--- config.mk ---
export PLATFORM = sky130hd
export DESIGN_NAME = fft_frame_config_sink
export DESIGN_NICKNAME = d
export VERILOG_FILES = /design/src/rtl/fft_frame_config_sink.sv
export SDC_FILE = /design/constraint.sdc
export NUM_CORES = 1
export LEC_CHECK = 0
export ABC_AREA = 1
export BUFFER_PORTS_ARGS = -buffer_cell sky130_fd_sc_hd__buf_4
export CORE_MARGIN = 5
export CORE_UTILIZATION = 45
export DETAILED_ROUTE_END_ITERATION = 6
export GPL_TIMING_DRIVEN = 0
export PLACE_DENSITY = 0.73
export SETUP_SLACK_MARGIN = 0.05
export SYNTH_ARGS = -nofsm -noshare
export SYNTH_HDL_FRONTEND = slang
export SYNTH_SLANG_ARGS = --single-unit
--- constraint.sdc ---
create_clock -name clk -period 2.7 [get_ports clk]
set_clock_uncertainty 0.1 [all_clocks]
set_input_delay 0.405 -clock clk [delete_from_list [all_inputs] [get_ports clk]]
set_output_delay 0.405 -clock clk [all_outputs]
set_load 0.03 [all_outputs]
--- src/rtl/fft_frame_config_sink.sv ---
// Config-channel responder and TLAST framer for the FFT input path.
// Holds one validated config word and applies it only at a frame boundary.
module fft_frame_config_sink #(
  parameter int          DATA_W    = 32,
  parameter int          NFFT_MIN  = 7,
  parameter int          NFFT_MAX  = 10,
  parameter int          NFFT_RST  = 10,
  parameter logic [9:0]  SCALE_RST = 10'h155
) (
  input  logic              clk,
  input  logic              rst_n,
  input  logic [23:0]       s_cfg_tdata,
  input  logic              s_cfg_tvalid,
  output logic              s_cfg_tready,
  input  logic [DATA_W-1:0] s_axis_tdata,
  input  logic              s_axis_tvalid,
  output logic              s_axis_tready,
  output logic [DATA_W-1:0] m_axis_tdata,
  output logic              m_axis_tvalid,
  input  logic              m_axis_tready,
  output logic              m_axis_tlast,
  output logic [4:0]        act_nfft,
  output logic              act_fwd,
  output logic [9:0]        act_scale,
  output logic              cfg_pending,
  output logic              cfg_err,
  output logic              frame_done
);

  logic [4:0]        act_nfft_q, act_nfft_d;
  logic              act_fwd_q, act_fwd_d;
  logic [9:0]        act_scale_q, act_scale_d;
  logic              cfg_pending_q, cfg_pending_d;
  logic [4:0]        pend_nfft_q, pend_nfft_d;
  logic              pend_fwd_q, pend_fwd_d;
  logic [9:0]        pend_scale_q, pend_scale_d;
  logic              cfg_err_q, cfg_err_d;
  logic              frame_done_q, frame_done_d;
  logic [10:0]       idx_q, idx_d;
  logic              out_valid_q, out_valid_d;
  logic [DATA_W-1:0] out_data_q, out_data_d;
  logic              out_last_q, out_last_d;
  logic              skid_valid_q, skid_valid_d;
  logic [DATA_W-1:0] skid_data_q, skid_data_d;
  logic              skid_last_q, skid_last_d;

  logic              cfg_xfer, in_xfer, last_in, nfft_ok, apply;
  logic [10:0]       frame_last;
  logic [4:0]        cfg_nfft;
  logic              unused_cfg_bits;

  assign unused_cfg_bits = ^{s_cfg_tdata[23:19], s_cfg_tdata[7:5]};

  always_comb begin
    cfg_nfft   = s_cfg_tdata[4:0];
    nfft_ok    = (cfg_nfft >= 5'(NFFT_MIN)) && (cfg_nfft <= 5'(NFFT_MAX));
    cfg_xfer   = s_cfg_tvalid && !cfg_pending_q;
    in_xfer    = s_axis_tvalid && !skid_valid_q;
    frame_last = (11'd1 << act_nfft_q) - 11'd1;
    last_in    = (idx_q == frame_last);
    // Idle at idx 0 is also a boundary, so a word never waits on a stalled source.
    apply      = cfg_pending_q && ((in_xfer && last_in) || (idx_q == 11'd0 && !in_xfer));

    act_nfft_d    = act_nfft_q;
    act_fwd_d     = act_fwd_q;
    act_scale_d   = act_scale_q;
    cfg_pending_d = cfg_pending_q;
    pend_nfft_d   = pend_nfft_q;
    pend_fwd_d    = pend_fwd_q;
    pend_scale_d  = pend_scale_q;
    cfg_err_d     = 1'b0;
    frame_done_d  = 1'b0;
    idx_d         = idx_q;
    out_valid_d   = out_valid_q;
    out_data_d    = out_data_q;
    out_last_d    = out_last_q;
    skid_valid_d  = skid_valid_q;
    skid_data_d   = skid_data_q;
    skid_last_d   = skid_last_q;

    if (in_xfer) begin
      idx_d        = last_in ? 11'd0 : idx_q + 11'd1;
      frame_done_d = last_in;
    end

    if (apply) begin
      act_nfft_d    = pend_nfft_q;
      act_fwd_d     = pend_fwd_q;
      act_scale_d   = pend_scale_q;
      cfg_pending_d = 1'b0;
    end else if (cfg_xfer) begin
      if (nfft_ok) begin
        cfg_pending_d = 1'b1;
        pend_nfft_d   = cfg_nfft;
        pend_fwd_d    = s_cfg_tdata[8];
        pend_scale_d  = s_cfg_tdata[18:9];
      end else begin
        cfg_err_d = 1'b1;
      end
    end

    if (!out_valid_q || m_axis_tready) begin
      if (skid_valid_q) begin
        out_valid_d  = 1'b1;
        out_data_d   = skid_data_q;
        out_last_d   = skid_last_q;
        skid_valid_d = 1'b0;
      end else begin
        out_valid_d = in_xfer;
        if (in_xfer) begin
          out_data_d = s_axis_tdata;
          out_last_d = last_in;
        end
      end
    end else if (in_xfer) begin
      skid_valid_d = 1'b1;
      skid_data_d  = s_axis_tdata;
      skid_last_d  = last_in;
    end
  end

  always_ff @(posedge clk or negedge rst_n) begin
    if (!rst_n) begin
      act_nfft_q    <= 5'(NFFT_RST);
      act_fwd_q     <= 1'b1;
      act_scale_q   <= SCALE_RST;
      cfg_pending_q <= 1'b0;
      pend_nfft_q   <= '0;
      pend_fwd_q    <= 1'b0;
      pend_scale_q  <= '0;
      cfg_err_q     <= 1'b0;
      frame_done_q  <= 1'b0;
      idx_q         <= '0;
      out_valid_q   <= 1'b0;
      out_data_q    <= '0;
      out_last_q    <= 1'b0;
      skid_valid_q  <= 1'b0;
      skid_data_q   <= '0;
      skid_last_q   <= 1'b0;
    end else begin
      act_nfft_q    <= act_nfft_d;
      act_fwd_q     <= act_fwd_d;
      act_scale_q   <= act_scale_d;
      cfg_pending_q <= cfg_pending_d;
      pend_nfft_q   <= pend_nfft_d;
      pend_fwd_q    <= pend_fwd_d;
      pend_scale_q  <= pend_scale_d;
      cfg_err_q     <= cfg_err_d;
      frame_done_q  <= frame_done_d;
      idx_q         <= idx_d;
      out_valid_q   <= out_valid_d;
      out_data_q    <= out_data_d;
      out_last_q    <= out_last_d;
      skid_valid_q  <= skid_valid_d;
      skid_data_q   <= skid_data_d;
      skid_last_q   <= skid_last_d;
    end
  end

  assign s_cfg_tready  = !cfg_pending_q;
  assign s_axis_tready = !skid_valid_q;
  assign m_axis_tvalid = out_valid_q;
  assign m_axis_tdata  = out_data_q;
  assign m_axis_tlast  = out_last_q;
  assign act_nfft      = act_nfft_q;
  assign act_fwd       = act_fwd_q;
  assign act_scale     = act_scale_q;
  assign cfg_pending   = cfg_pending_q;
  assign cfg_err       = cfg_err_q;
  assign frame_done    = frame_done_q;

endmodule

; Yosys cells after proc, flatten, opt, wreduce, memory -nomap -nowiden
; Cells that the tools add are included.
; Widths: inputs -> output; s select.
[word_totals]
latch_bits = 0
output_inout_bits = 55
regBits = 114
ramBits = 0
romBits = 0
mem_count = 0
wordCells = 60
[classes]
bitwise_logic = 2
eq_ne = 1
muxes = 15
mul = 0
div = 0
n_reduce_logical = 21
order_cmp = 2
addsub = 2
n_shift = 1
[op_table]
columns = cell, count
row1 = $mux 32, 2
row2 = $mux 1, 12
row3 = $add 11x1->11 const B, 1
row4 = $eq 11x11->1, 1
row5 = $logic_not 11->1, 1
row6 = $mux 11, 1
row7 = $shl 1x5->11 const A, 1
row8 = $sub 11x1->11 const B, 1
row9 = $reduce_bool 2->1, 4
row10 = $logic_and 1x1->1, 6
row11 = $reduce_and 2->1, 3
row12 = $ge 5x3->1 const B, 1
row13 = $le 5x4->1 const B, 1
row14 = $logic_not 1->1, 4
row15 = $reduce_and 3->1, 1
row16 = $logic_or 1x1->1, 2
row17 = $not 1->1, 2

; Logic depth before layout (Yosys ltp)
[depth]
depth_word = 8
depth_mapped = 21
mapped_depth_nobuf = 19

; Worst setup path after synthesis
; Ideal clock, no wire load.
[synth_timing]
path_type = register to register
startpoint = reg act_nfft_q[4] (netlist: act_nfft[4])
endpoint = reg act_nfft_q[4] (netlist: act_nfft[4])
slack_ns = 0.176
stages_incl_launch_ff = 18
setup_ns = 0.119
synth_period_minus_slack_ns = 2.524
t_arrival_ns = 2.305
path_cell_list = dfrtp_1 > nor2_4 > nand2_1 > inv_2 > nand2_1 > ha_1 > xnor2_1 > nor2_1 > nand2_1 > nor2_1 > nand3_1 > nor2_2 > nand3_2 > nand2_4 > nand2_4 > buf_6 > nand2_1 > nand2_1
[synth_between]
elab_chain_cells = 6
[synth_lines]
columns = item, line
row1 = from (decl), 30  ; logic [4:0] act_nfft_q, act_nfft_d;
row2 = from (signal assigned), 124  ; act_nfft_q <= 5'(NFFT_RST);
row3 = from (signal assigned), 141  ; act_nfft_q <= act_nfft_d;
row4 = $shl 1x5->11, 59  ; frame_last = (11'd1 << act_nfft_q) - 11'd1;
row5 = $sub 11x1->11, 59
row6 = $eq 11x11->1, 60  ; last_in = (idx_q == frame_last);
row7 = $logic_and 1x1->1, 62  ; apply = cfg_pending_q && ((in_xfer && last_in) || (idx_q == 11'd0 && !in_xfer));
row8 = $logic_or 1x1->1, 62
row9 = $logic_and 1x1->1, 62
; No other way between the ends.
; A chain may end at the register's enable or synchronous reset.

; Worst setup path in the final report
[layout_timing]
startpoint = reg act_nfft_q[3] (netlist: act_nfft[3])
endpoint = reg act_scale_q[7] (netlist: act_scale[7])
[layout_between]
elab_chain_cells = 6
[layout_lines]
columns = item, line
row1 = $shl 1x5->11, 59
row2 = $sub 11x1->11, 59
row3 = $eq 11x11->1, 60
row4 = $logic_and 1x1->1, 62
row5 = $logic_or 1x1->1, 62
row6 = $logic_and 1x1->1, 62
row7 = to (signal assigned), 143  ; act_scale_q <= act_scale_d;
row8 = to (decl), 32  ; logic [9:0] act_scale_q, act_scale_d;
; No other way between the ends.

==> results.py <==
metrics = {
    "die": {
        "die_h_um": 117,
        "core_um2": 11400,
        "die_w_um": 117,
        "initial_core_util_pct": 45.6,
        "top_level_ports": 116,
        "fp-row-count": 39,
        "die-area_um2": 13800,
    },
    "final_layout": {
        "final_util_pct": 61.6,
        "fillers": 959,
        "diodes": 0,
        "area_growth_pct": 35.1,
        "nets": 793,
        "mostFrequentLayoutCells": "nand2_1 (196), buf_4 (121), dfrtp_1 (104)",
        "layout_commonest_cell": "nand2_1",
        "layout-drive-gt1-share_pct": 31.0,
    },
    "sta": {
        "worst_pin_slew_ns": 0.518,
        "max_freq_mhz": 397,
        "hold_violations": 0,
        "finalSetupViolCount": 0,
        "rsz0062_at_grt": "false",
        "fin_tns_setup_ns": 0,
        "finalCriticalPeriod_ns": 2.52,
        "slew_violations": 0,
        "finalCritPeriodShare_pct": 93.3,
        "slew_headroom_pct": 65.4,
    },
    "worst_setup_path": {
        "path_max_fanout": 8,
        "cp.required_ns": 2.90,
        "crit_start": "act_nfft[3]$_DFFE_PN1P_",
        "endpoint_kind": "flop",
        "path_class": "flop to flop",
        "crit_arrival_ns": 2.72,
        "critPathLaunchType": "flop",
        "r2r-start": "act_nfft[3]$_DFFE_PN1P_",
        "r2r_setup_slack_ns": 0.18,
    },
    "synthesis": {
        "netlist_area_um2": 5180,
        "synth_area_leaders": "dfrtp_1 (51%), nand2_1 (14%), mux2_2 (7.0%)",
        "yosysUniqueCellTypes": 32,
        "yosysSeqAreaShare_pct": 55.3,
        "synth_area_leader_cell": "dfrtp_1",
        "synthesis.instances": 585,
        "syn_avg_cell_area_um2": 8.86,
        "synth_nets": 649,
        "ys_warn_count": 0,
        "synth-seq-cells": 114,
        "yosys.area.top_type_share_pct": 51.2,
    },
    "global_routing": {
        "grt_max_degree": 115,
        "grt_usage_pct": 18.3,
        "overflow": 0,
        "antenna_found_initial": 0,
        "grt_pass1_vias": 4497,
        "grt_pass1_wl_mm": 20.8,
    },
    "pwr": {
        "powerDensity_nw_per_um2": 781,
        "ir_drop_mv": 0.410,
        "power.total_w": 0.00547,
        "p_leak_nw": 3.54,
    },
    "route": {
        "dr.pass1.iters": 6,
        "routed_wl_mm": 12.6,
        "wl_per_cell_um": 14.3,
        "remaining_drc_errors": 0,
        "detail_route.iter0.violations": 343,
        "drt-vias-per-instance": 5.11,
        "via_count": 4521,
        "drt.antenna.violating_nets": 0,
    },
    "hold_path": {
        "hold_start": "s_cfg_tdata[10]",
        "min_path_type": "input pin to flop",
    },
    "place": {
        "numPortBuffers": 107,
        "hpwl_mm": 8.77,
        "gp_congestion": 0.890,
    },
    "clock_tree": {
        "worstSkewPairLatency_ns": 0.41,
        "root_buffer": "clkbuf_16",
        "cts_tree": "yes",
        "cts_made_buffers": 17,
        "htreeDepth": 4,
        "cts.reportedPaths.clkPinSlew_ns": 0.05,
        "cts_buffer_depth": 2,
        "clock_sinks": 114,
    },
    "job": {
        "maxCapViolations": 0,
    },
    "outcome": {
        "status": "completed",
    },
}
cells by family after synthesis:
family                   count (synthesis)  synth area share (%)
multiplexers                            33                  7.15
buffers and inverters                   71                  5.65
flip-flops                             114                  55.3
adder cells (fa/ha/maj)                  3                 0.725
AO/OA/AOI/OAI                           41                  4.85
XOR/XNOR                                 4                 0.676
AND/OR/NAND/NOR                        319                  25.7
report_power, final:
part           total, W  leakage (nW)  internal (W)  switching (W)
Sequential      0.00216          1.36       0.00199       0.000173
Clock           0.00221         0.287       0.00147       0.000742
Combinational   0.00110          1.90      0.000452       0.000643
cell type report:
| class | count | area (um^2) | share of cell area [%] |
|---|---|---|---|
| Sequential cell | 114 | 2870 | 40.9 |
| Multi-Input combinational cell | 400 | 2070 | 29.6 |
| Timing Repair Buffer | 125 | 982 | 14.0 |
| Clock buffer | 23 | 498 | 7.11 |
| Tap cell | 143 | 179 | 2.56 |
| Inverter | 44 | 165 | 2.36 |
| Buffer | 27 | 139 | 1.98 |
| Clock inverter | 8 | 101 | 1.45 |
stage by stage:
step / hold slack, ns / instances / instance area (um^2) / worst slack [ns]
final: 0.0928 / 884 / 7000 / 0.181
after global placement: 0.351 / 835 / 6160 / 0.0275
after floorplan: 0.00941 / 585 / 5180 / 0.176
after global routing: 0.0763 / 884 / 7000 / 0.0111
after detailed placement: 0.361 / 835 / 6160 / -0.0209
after CTS: 0.0722 / 870 / 6800 / 0.0783
final timing paths:
path,to,cells past startpoint
worst min register to register,act_scale[8]$_DFFE_PN1P_,2
max in group asynchronous,skid_data_q[0]$_DFFE_PN0P_,3
worst max-delay path,act_scale[7]$_DFFE_PN0P_,18
min in group asynchronous,cfg_err$_DFF_PN0_,2
worst min-delay path,pend_scale_q[1]$_DFFE_PN0P_,3
worst max register to register,act_scale[7]$_DFFE_PN0P_,18
worst max-delay path, stage by stage, from the launching register on:
cell	delay [ns]
dfstp_2	0.54
buf_8	0.11
nor2_4	0.05
nand2_2	0.08
inv_2	0.05
nand2_2	0.07
ha_4	0.20
xnor2_1	0.11
nor2_1	0.08
nand2_1	0.06
nor2_1	0.10
nand3_1	0.10
nor2_2	0.16
nand3_2	0.11
nand2_4	0.14
nand2_8	0.09
buf_8	0.15
nand2_1	0.05
nand2_1	0.05
synthesized netlist by cell type:
master and number:
nand2_2 1, a31oi_1 33, buf_1 5, mux2i_1 1, nand2_4 2, nand2_1 199, nor4_1 2, nand4_1 5
inv_1 37, o21ai_0 5, xnor2_1 1, nand3_1 46, nor2_1 50, nor2_4 1, dfrtp_1 106, o21a_1 1
clkbuf_1 13, a21boi_0 1, or2_2 2, nand3_2 1, buf_2 6, buf_4 1, o21ai_1 1, nor3_1 4
inv_2 7, ha_1 3, nor2_2 4, mux2_2 32, buf_6 2, xor2_1 3, dfstp_2 8, nand3b_1 2
registers in the layout, indices dropped and copies added, names as in the netlist, 5 cells and up:
name          count
act_nfft          5
act_scale        10
idx_q            11
m_axis_tdata     32
pend_nfft_q       5
pend_scale_q     10
skid_data_q      32
per-layer routing:
layer	vias to the layer above	global-route usage (%)	share of wire, %
li1	2179	-	-
met1	2194	21.7	41
met2	133	30.5	53
met3	15	5.97	5.7
met4	0	7.32	1.1
met5	-	0	0
repair_timing:
action                                  in CTS  in global routing
hold buffers                                 0                  1
endpoints found under the setup margin      11                 24
pin swaps                                    2                  9
resized for setup                            1                 14
buffers inserted                             4                 11
cloned                                       0                  1
endpoints found under the hold margin        0                 22
(Power assumes the default switching activity.)
